--- src/rtl/ntt_pkg.sv ---
// Shared NTT constants and types for the modular-domain converter.
// The mo_domain_conv top and its mo_conv_step stage import this package.
package ntt_pkg;

  localparam int DATA_WIDTH = 12;
  localparam logic [DATA_WIDTH-1:0] Q = 12'd3329;

  typedef enum logic [1:0] {
    CONV_IDLE,
    CONV_RUN,
    CONV_DONE
  } conv_state_e;

  typedef enum logic {
    CONV_TO,
    CONV_FROM
  } conv_dir_e;

endpackage

--- src/rtl/mo_conv_step.sv ---
// One combinational modular step: doubling (into domain) or halving (out of domain) mod Q.
// Inputs are expected canonical (< Q); the output is then canonical as well.
module mo_conv_step
  import ntt_pkg::*;
(
  input  logic [DATA_WIDTH-1:0] x,
  input  conv_dir_e             dir,
  output logic [DATA_WIDTH-1:0] x_next
);

  localparam logic [DATA_WIDTH:0] QE = {1'b0, Q};

  function automatic logic [DATA_WIDTH-1:0] mod_dbl(input logic [DATA_WIDTH-1:0] v);
    logic [DATA_WIDTH:0] y;
    y = {v, 1'b0};
    y = (y >= QE) ? y - QE : y;
    return y[DATA_WIDTH-1:0];
  endfunction

  // Q is odd, so adding Q to an odd value makes it even and the halving is exact.
  function automatic logic [DATA_WIDTH-1:0] mod_half(input logic [DATA_WIDTH-1:0] v);
    logic [DATA_WIDTH:0] y;
    y = v[0] ? {1'b0, v} + QE : {1'b0, v};
    y = y >> 1;
    return y[DATA_WIDTH-1:0];
  endfunction

  always_comb begin
    x_next = (dir == CONV_FROM) ? mod_half(x) : mod_dbl(x);
  end

endmodule

--- src/rtl/mo_domain_conv.sv ---
// Iterative shift/add/subtract converter: x*2^SHIFTS mod Q or x*2^-SHIFTS mod Q.
// Optional MO_CONV_CHK_EN adds the sticky range_err flag for inputs above Q.
module mo_domain_conv
  import ntt_pkg::*;
#(
  parameter int SHIFTS    = DATA_WIDTH,
  parameter int STEPS_PER = 1
) (
  input  logic                  clk,
  input  logic                  rst_n,
  input  logic                  in_valid,
  output logic                  in_ready,
  input  logic [DATA_WIDTH-1:0] in_data,
  input  logic                  in_dir,
  output logic                  out_valid,
  input  logic                  out_ready,
  output logic [DATA_WIDTH-1:0] out_data,
  output logic                  busy
`ifdef MO_CONV_CHK_EN
  ,
  output logic                  range_err
`endif
);

  localparam int CW = $clog2(SHIFTS + 1);
  localparam logic [CW-1:0] STEP_INC = CW'(STEPS_PER);
  localparam logic [CW-1:0] CNT_LAST = CW'(SHIFTS - STEPS_PER);

  conv_state_e           state, state_nxt;
  conv_dir_e             dir_q;
  logic [DATA_WIDTH-1:0] x_q;
  logic [CW-1:0]         cnt_q;
  logic [DATA_WIDTH-1:0] load_val;
  logic                  accept;
  logic [DATA_WIDTH-1:0] chain [0:STEPS_PER];

  assign chain[0] = x_q;

  for (genvar g = 0; g < STEPS_PER; g++) begin : g_step
    mo_conv_step u_step (
      .x      (chain[g]),
      .dir    (dir_q),
      .x_next (chain[g+1])
    );
  end

  // A single conditional subtract maps 0..Q (and anything below 2Q) to canonical form.
  assign load_val  = (in_data >= Q) ? in_data - Q : in_data;
  assign accept    = in_valid & in_ready;
  assign out_valid = (state == CONV_DONE);
  assign busy      = (state != CONV_IDLE);

  always_comb begin
    state_nxt = state;
    in_ready  = 1'b0;
    case (state)
      CONV_IDLE: begin
        in_ready = 1'b1;
        if (in_valid) state_nxt = CONV_RUN;
      end
      CONV_RUN: begin
        if (cnt_q == CNT_LAST) state_nxt = CONV_DONE;
      end
      CONV_DONE: begin
        if (out_ready) begin
          in_ready  = 1'b1;
          state_nxt = in_valid ? CONV_RUN : CONV_IDLE;
        end
      end
      default: state_nxt = CONV_IDLE;
    endcase
  end

  always_ff @(posedge clk or negedge rst_n) begin
    if (!rst_n) begin
      state    <= CONV_IDLE;
      dir_q    <= CONV_TO;
      x_q      <= '0;
      cnt_q    <= '0;
      out_data <= '0;
    end else begin
      state <= state_nxt;
      if (accept) begin
        x_q   <= load_val;
        dir_q <= conv_dir_e'(in_dir);
        cnt_q <= '0;
      end else if (state == CONV_RUN) begin
        x_q   <= chain[STEPS_PER];
        cnt_q <= cnt_q + STEP_INC;
        if (cnt_q == CNT_LAST) out_data <= chain[STEPS_PER];
      end
    end
  end

`ifdef MO_CONV_CHK_EN
  always_ff @(posedge clk or negedge rst_n) begin
    if (!rst_n) begin
      range_err <= 1'b0;
    end else if (accept && (in_data > Q)) begin
      range_err <= 1'b1;
    end
  end
`endif

endmodule
--- config.mk ---
export PLATFORM = sky130hd
export DESIGN_NAME = mo_domain_conv
export DESIGN_NICKNAME = d
export VERILOG_FILES = /design/src/rtl/ntt_pkg.sv /design/src/rtl/mo_conv_step.sv /design/src/rtl/mo_domain_conv.sv
export SDC_FILE = /design/constraint.sdc
export NUM_CORES = 1
export LEC_CHECK = 0
export BUFFER_PORTS_ARGS = -buffer_cell sky130_fd_sc_hd__buf_2
export CORE_MARGIN = 8
export CORE_UTILIZATION = 36
export DETAILED_ROUTE_END_ITERATION = 7
export SETUP_SLACK_MARGIN = 0.15
export SYNTH_ARGS = -nofsm -noshare
export SYNTH_HDL_FRONTEND = slang
export SYNTH_SLANG_ARGS = --single-unit
export TNS_END_PERCENT = 100
--- constraint.sdc ---
create_clock -name clk -period 2.65 [get_ports clk]
set_input_delay 0.1325 -clock clk [delete_from_list [all_inputs] [get_ports clk]]
set_output_delay 0.1325 -clock clk [all_outputs]
set_load 0.05 [all_outputs]
==> results of run 1 <==
state kept, by name, indices dropped and copies added (netlist names):
signal and count:
out_data 12, dir_q 1, x_q 12, state 2
cnt_q 4
power breakdown:
part / switching (mW) / total, mW / leakage (nW) / internal [mW]
Sequential: 0.244 / 0.950 / 0.382 / 0.706
Combinational: 1.46 / 2.28 / 0.721 / 0.826
Clock: 0.187 / 0.371 / 0.0422 / 0.184
Total: 1.89 / 3.60 / 1.15 / 1.72
final cells by class:
type                       count  area, um2  share of cell area
sequential                    31        776               0.280
clock buffer                   7       76.3              0.0276
timing repair buffer          46        270              0.0976
multi-input combinational    229       1490               0.539
inverter                      13       48.8              0.0176
tap                           80        100              0.0361
clock inverter                 1       5.00             0.00181
repair_timing:
action,4_1_cts,5_1_grt
endpoints found under the hold margin,31,0
setup endpoints to repair,0,3
hold buffers,1,0
resized for setup,0,1
path summary, 6_finish.rpt:
kind,from,endpoint,slack [ns],cells after the start
max reg2reg,x_q[0],x_q[7],0.32,7
min reg2reg,out_data[7],out_data[7],0.48,2
max in group asynchronous,rst_n,x_q[0],1.75,2
min,in_dir,dir_q,0.05,3
min in group asynchronous,rst_n,out_data[3],0.42,2
max,x_q[0],x_q[7],0.32,7
synth_stat cells (3+ instances only):
library cell	number
nor2_1	15
a211oi_1	3
nand2_1	33
and3_1	4
a22oi_1	4
nand3_1	6
o21ai_0	26
a21oi_1	12
xor2_1	6
o31ai_1	4
a31oi_1	4
nand2b_1	5
or3_1	4
nand4_1	5
xnor2_1	9
inv_1	13
nor2b_1	5
buf_2	6
nor3_1	5
ha_1	5
o211ai_1	8
dfrtp_1	31
o221ai_1	5
or2_2	4
clkbuf_1	19
nor4_1	6
layer usage:
metal	GRT usage	vias to the layer above	wire length [um]
met5	0	-	0
met4	0.0540	0	135
met3	0.0391	15	548
met2	0.217	87	3020
met1	0.190	1128	3120
li1	-	1169	-
worst reg2reg max path: stages (launching register included):
cell	delay, ns
dfrtp_1	0.38
inv_1	0.14
ha_1	0.21
or3b_4	0.44
or3_1	0.34
or4b_1	0.49
o2111ai_2	0.10
o221ai_2	0.11
cells by family (layout without fill, tap and decap cells):
logic type | after synthesis | count (layout) | synth area share
AOI/OAI and AO/OA | 100 | 100 | 0.292
xor gates and xnor gates | 15 | 15 | 0.0544
adders and majority gates | 5 | 5 | 0.0259
buffers and inverters | 38 | 67 | 0.0621
DFF | 31 | 31 | 0.321
muxes | 4 | 4 | 0.0176
and+or+nand+nor | 105 | 105 | 0.227
metrics by stage:
stage / cells / hold WS, ns / instance area (um2) / util / power (mW)
after global routing: 407 / 0.0714 / 2770 / 0.417 / 3.88
after detailed placement: 398 / 0.232 / 2680 / 0.403 / 3.22
after global placement: 398 / 0.226 / 2680 / 0.403 / 3.21
after CTS: 407 / 0.0594 / 2770 / 0.416 / 3.59
after floorplan: 298 / -0.163 / 2420 / - / 2.61
final: 407 / 0.0539 / 2770 / 0.417 / 3.60
==> impl_results.md, run 1 <==
* Status: completed
* Overflow after GRT at 0
* Slew Limit Fails at 0
* RSZ-0062 raised after global routing: false
* Postcts setup bufs at 0
* Synth area leader: dfrtp_1
* WL/cell at about 17 um
* Overall routing resource usage at 0.144
* Via density at around 5.9
* Nets at between 300 and 400
* Max_slew headroom at 0.526
* Crit Path Class: flop to flop
* Cell count after synthesis at just under 300
* Final setup fails at 0
* Pwr Density at 1300 nW/um2
* CP bufs+invs at 1
* Worst skew pair latency at around 0.29 ns
* Net count after synthesis at 320
* CTS Buffer Depth at 2
* # clock sinks at 31
* Initial drt markers at ~230
* ANT cells at 0
* Rows at 30
* Final hold vios at 0
* Clock slew at reported path FFs at about 0.07 ns
* Synth warnings at 0
* DR pass1 iterations at 4
* Number of synthesized flops with an enable pin at 0
* Cts bufs inserted at 5
* Worst min-delay path class: input port to flop
* Most common cell after layout, fill and taps aside: nand2_1
* Crit path largest cell delay at 0.49 ns
* P_leak at 1.15 nW
* Core Area at 6640 um2
* Vias in the first global route at between 2000 and 2500
* Final Cycle Share at 0.881
* Max cap viols at 0
* Critical path arrival at between 2 and 2.5 ns
* Initial core utilization at 0.364
* Worst Path Required at roughly 2.8 ns
* Top delay family on crit path: simple AND/OR/NAND/NOR gates
* Worst vdd ir at 317 uV
* Commonest cells after routing, fill and taps aside: 33 x nand2_1, 31 x dfrtp_1, 31 x buf_2
* Setup TNS at 0 ns
* Crit-path cells: inv_1 > ha_1 > or3b_4 > or3_1 > or4b_1 > o2111ai_2 > o221ai_2
* Initial antenna violation count at 0
* Largest net degree at the start of global routing at 32
* Fillers at approximately 700
* Largest fanout on the critical path at 7
* Worst Setup End Kind: flop
* Share of cells above drive strength 1 at 0.190
* Ys async rst share at 1.00
* Die Span Y at a little under 100 um
* Top cell type's share of synthesized area at 0.321
* Setup ws final at around 0.32 ns
* Vias at 2399
* # DRC at 0
* Ys flop type: dfrtp_1
* Clk root buf: clkbuf_8
* DIE WIDTH at around 98 um
* Period minus WS final at between 2 and 2.5 ns
* H-tree Lvls at 2
* Die ar. at 9590 um2
* Syn avg cell area at about 8 um2
* Synth-to-Final Area Change at 14.6%
* Skew final at about 0.0078 ns
* Post-DP HPWL at about 5.0 mm
* #FFs+latches synth at 31
* Routability Congestion at 0.936
* Synth cell types at a little over 60
* Pre-CTS WS at ~0.25 ns
* Synth top area cells: dfrtp_1 32%, o21ai_0 5.4%, nand2_1 5.1%, xnor2_1 3.3%, clkbuf_1 3.0%
* Antenna-violating nets left at 0
* Worst slew pin tran at 0.712 ns
* Fmax achieved at 428 MHz
* # IOs at 32
* PortBufs at 31
* Slowest CP cell: or4b_1
* First-pass GRT wire length at ~11 mm
* Syn Std Cell Area at roughly 2400 um2
* Post-Route WL at a little under 7 mm
* Worst setup SP type: flop
* Post-synthesis sequential area ratio at 0.321
* CTS tree: yes
No activity file was read; power rests on OpenSTA's default activity.
==> run 2: changes to the inputs <==
- CORE_UTILIZATION: 36 -> 50
- PLACE_DENSITY: unset -> 0.71
==> run 2 against run 1 <==
  * Final cell count fell by 7.1%
  * Non-clock buffer count fell by 2
  * Sequential share of layout area rose by 0.45 points
  * Worst hold slack improved by 0.0031 ns
==> impl_results.md, run 2 (synthesized netlist as in run 1, its figures left out) <==
* Status: completed
* Skew final at slightly above 0.006 ns
* # IOs at 32
* Layout Cells excl Fill at around 380
* PortBufs at 31
* Antenna-violating nets left at 0
* Cts bufs inserted at 5
* Clk root buf: clkbuf_8
* Setup TNS at 0 ns
* Worst slew pin tran at 0.699 ns
* Most common cell after layout, fill and taps aside: nand2_1
* Vias at approximately 2400
* Overflow after GRT at 0
* Post-CTS Hold Buffers at 1
* RSZ-0062 raised after global routing: false
* Final setup fails at 0
* Initial drt markers at between 300 and 400
* Clock slew at reported path FFs at ~0.07 ns
* Worst Setup End Kind: flop
* Share of cells above drive strength 1 at 0.185
* Worst setup SP type: flop
* Postcts setup bufs at 0
* Initial antenna violation count at 0
* Commonest cells after routing, fill and taps aside: 33 x nand2_1, 31 x dfrtp_1, 31 x buf_2
* DR pass1 iterations at 5
* Worst Path Required at 2.80 ns
* Slew Limit Fails at 0
* Via density at 6.33
* Crit Path Class: flop to flop
* Rows at 25
* Die ar. at 7310 um2
* Largest net degree at the start of global routing at 32
* Synth-to-Final Area Change at 12.8%
* DIE WIDTH at around 86 um
* Post-Route WL at 6.55 mm
* Final Cycle Share at 0.902
* # DRC at 0
* Routability Congestion at roughly 0.95
* Core Area at around 4700 um2
* Post-CTS resize count at 0
* Fmax achieved at between 400 and 500 MHz
* CTS Buffer Depth at 2
* Regs by FF count: out_data: 12 flops, x_q: 12 flops, cnt_q: 4 flops
* Placed cells at 370
* Max cap viols at 0
* First-pass GRT wire length at 11.0 mm
* Post-DP HPWL at ~5 mm
* WL/cell at approximately 17 um
* Overall routing resource usage at 0.184
* Worst min-delay path class: input port to flop
* Die Span Y at approximately 86 um
* Pwr Density at between 1000 and 1500 nW/um2
* Final core occ at 0.581
* Period minus WS final at roughly 2.4 ns
* Worst skew pair latency at 0.28 ns
* Fillers at ~440
* CTS tree: yes
* Vias in the first global route at ~2200
* Worst vdd ir at approximately 470 uV
* Final hold vios at 0
* Max_slew headroom at 0.530
* H-tree Lvls at 2
* Nets at about 350
* Initial core utilization at 0.515
* # clock sinks at 31
* Critical path arrival at roughly 2.5 ns
* Largest fanout on the critical path at 7
* P_leak at around 1.1 nW
* ANT cells at 0
-- run 2: cell count changes in the layout (fill, tap and decap cells not counted), sizes merged --
| cell | previous run | this run |
|---|---|---|
| buf | 45 | 43 |
| clkbuf | 7 | 6 |
-- run 2: worst max-delay path, cell delays in order (launching register included) --
cell and delay [ns]:
dfrtp_1 0.38, inv_1 0.13, ha_1 0.21, or3b_1 0.47, or3_1 0.37, or4b_1 0.49
o2111ai_2 0.10, o221ai_2 0.12
-- run 2: where the power goes --
| group | total (mW) | switching, mW | leakage, nW | internal [mW] |
|---|---|---|---|---|
| sequential | 1.01 | 0.306 | 0.382 | 0.706 |
| combinational | 2.23 | 1.41 | 0.709 | 0.821 |
| clock | 0.375 | 0.171 | 0.0470 | 0.204 |
-- run 2: final timing paths --
kind	from	end	slack (ns)	cells after the start
hold reg to reg	out_data[0]	out_data[0]	0.48	2
hold / removal	in_dir	dir_q	0.06	3
max in group asynchronous	rst_n	x_q[9]	1.76	2
min in group asynchronous	rst_n	out_data[7]	0.44	2
setup reg to reg	x_q[0]	x_q[7]	0.26	7
setup / recovery	x_q[0]	x_q[7]	0.26	7
-- run 2: final cells by class --
type	instances	area, um2	share of cell area
clock inverter	1	5.00	0.00184
multi-input combinational	229	1490	0.547
timing repair buffer	44	255	0.0937
inverter	13	48.8	0.0179
tap	54	67.6	0.0248
sequential	31	776	0.285
clock buffer	6	82.6	0.0303
-- run 2: layer usage --
layer | wire, um | part of all wire | track usage
met1 | 2990 | 0.46 | 0.249
met2 | 2960 | 0.45 | 0.283
met3 | 466 | 0.071 | 0.0363
met4 | 139 | 0.021 | 0.0637
met5 | 0 | 0 | 0
-- run 2: metrics by stage --
stage	total power, mW	setup WS (ns)	cell area [um2]	hold slack [ns]
after floorplan	2.61	0.310	2420	-0.163
after global placement	3.20	0.359	2630	0.221
after detailed placement	3.22	0.286	2630	0.225
after CTS	3.60	0.282	2730	0.0525
after global routing	3.88	0.182	2730	0.0781
final	3.62	0.260	2730	0.0570
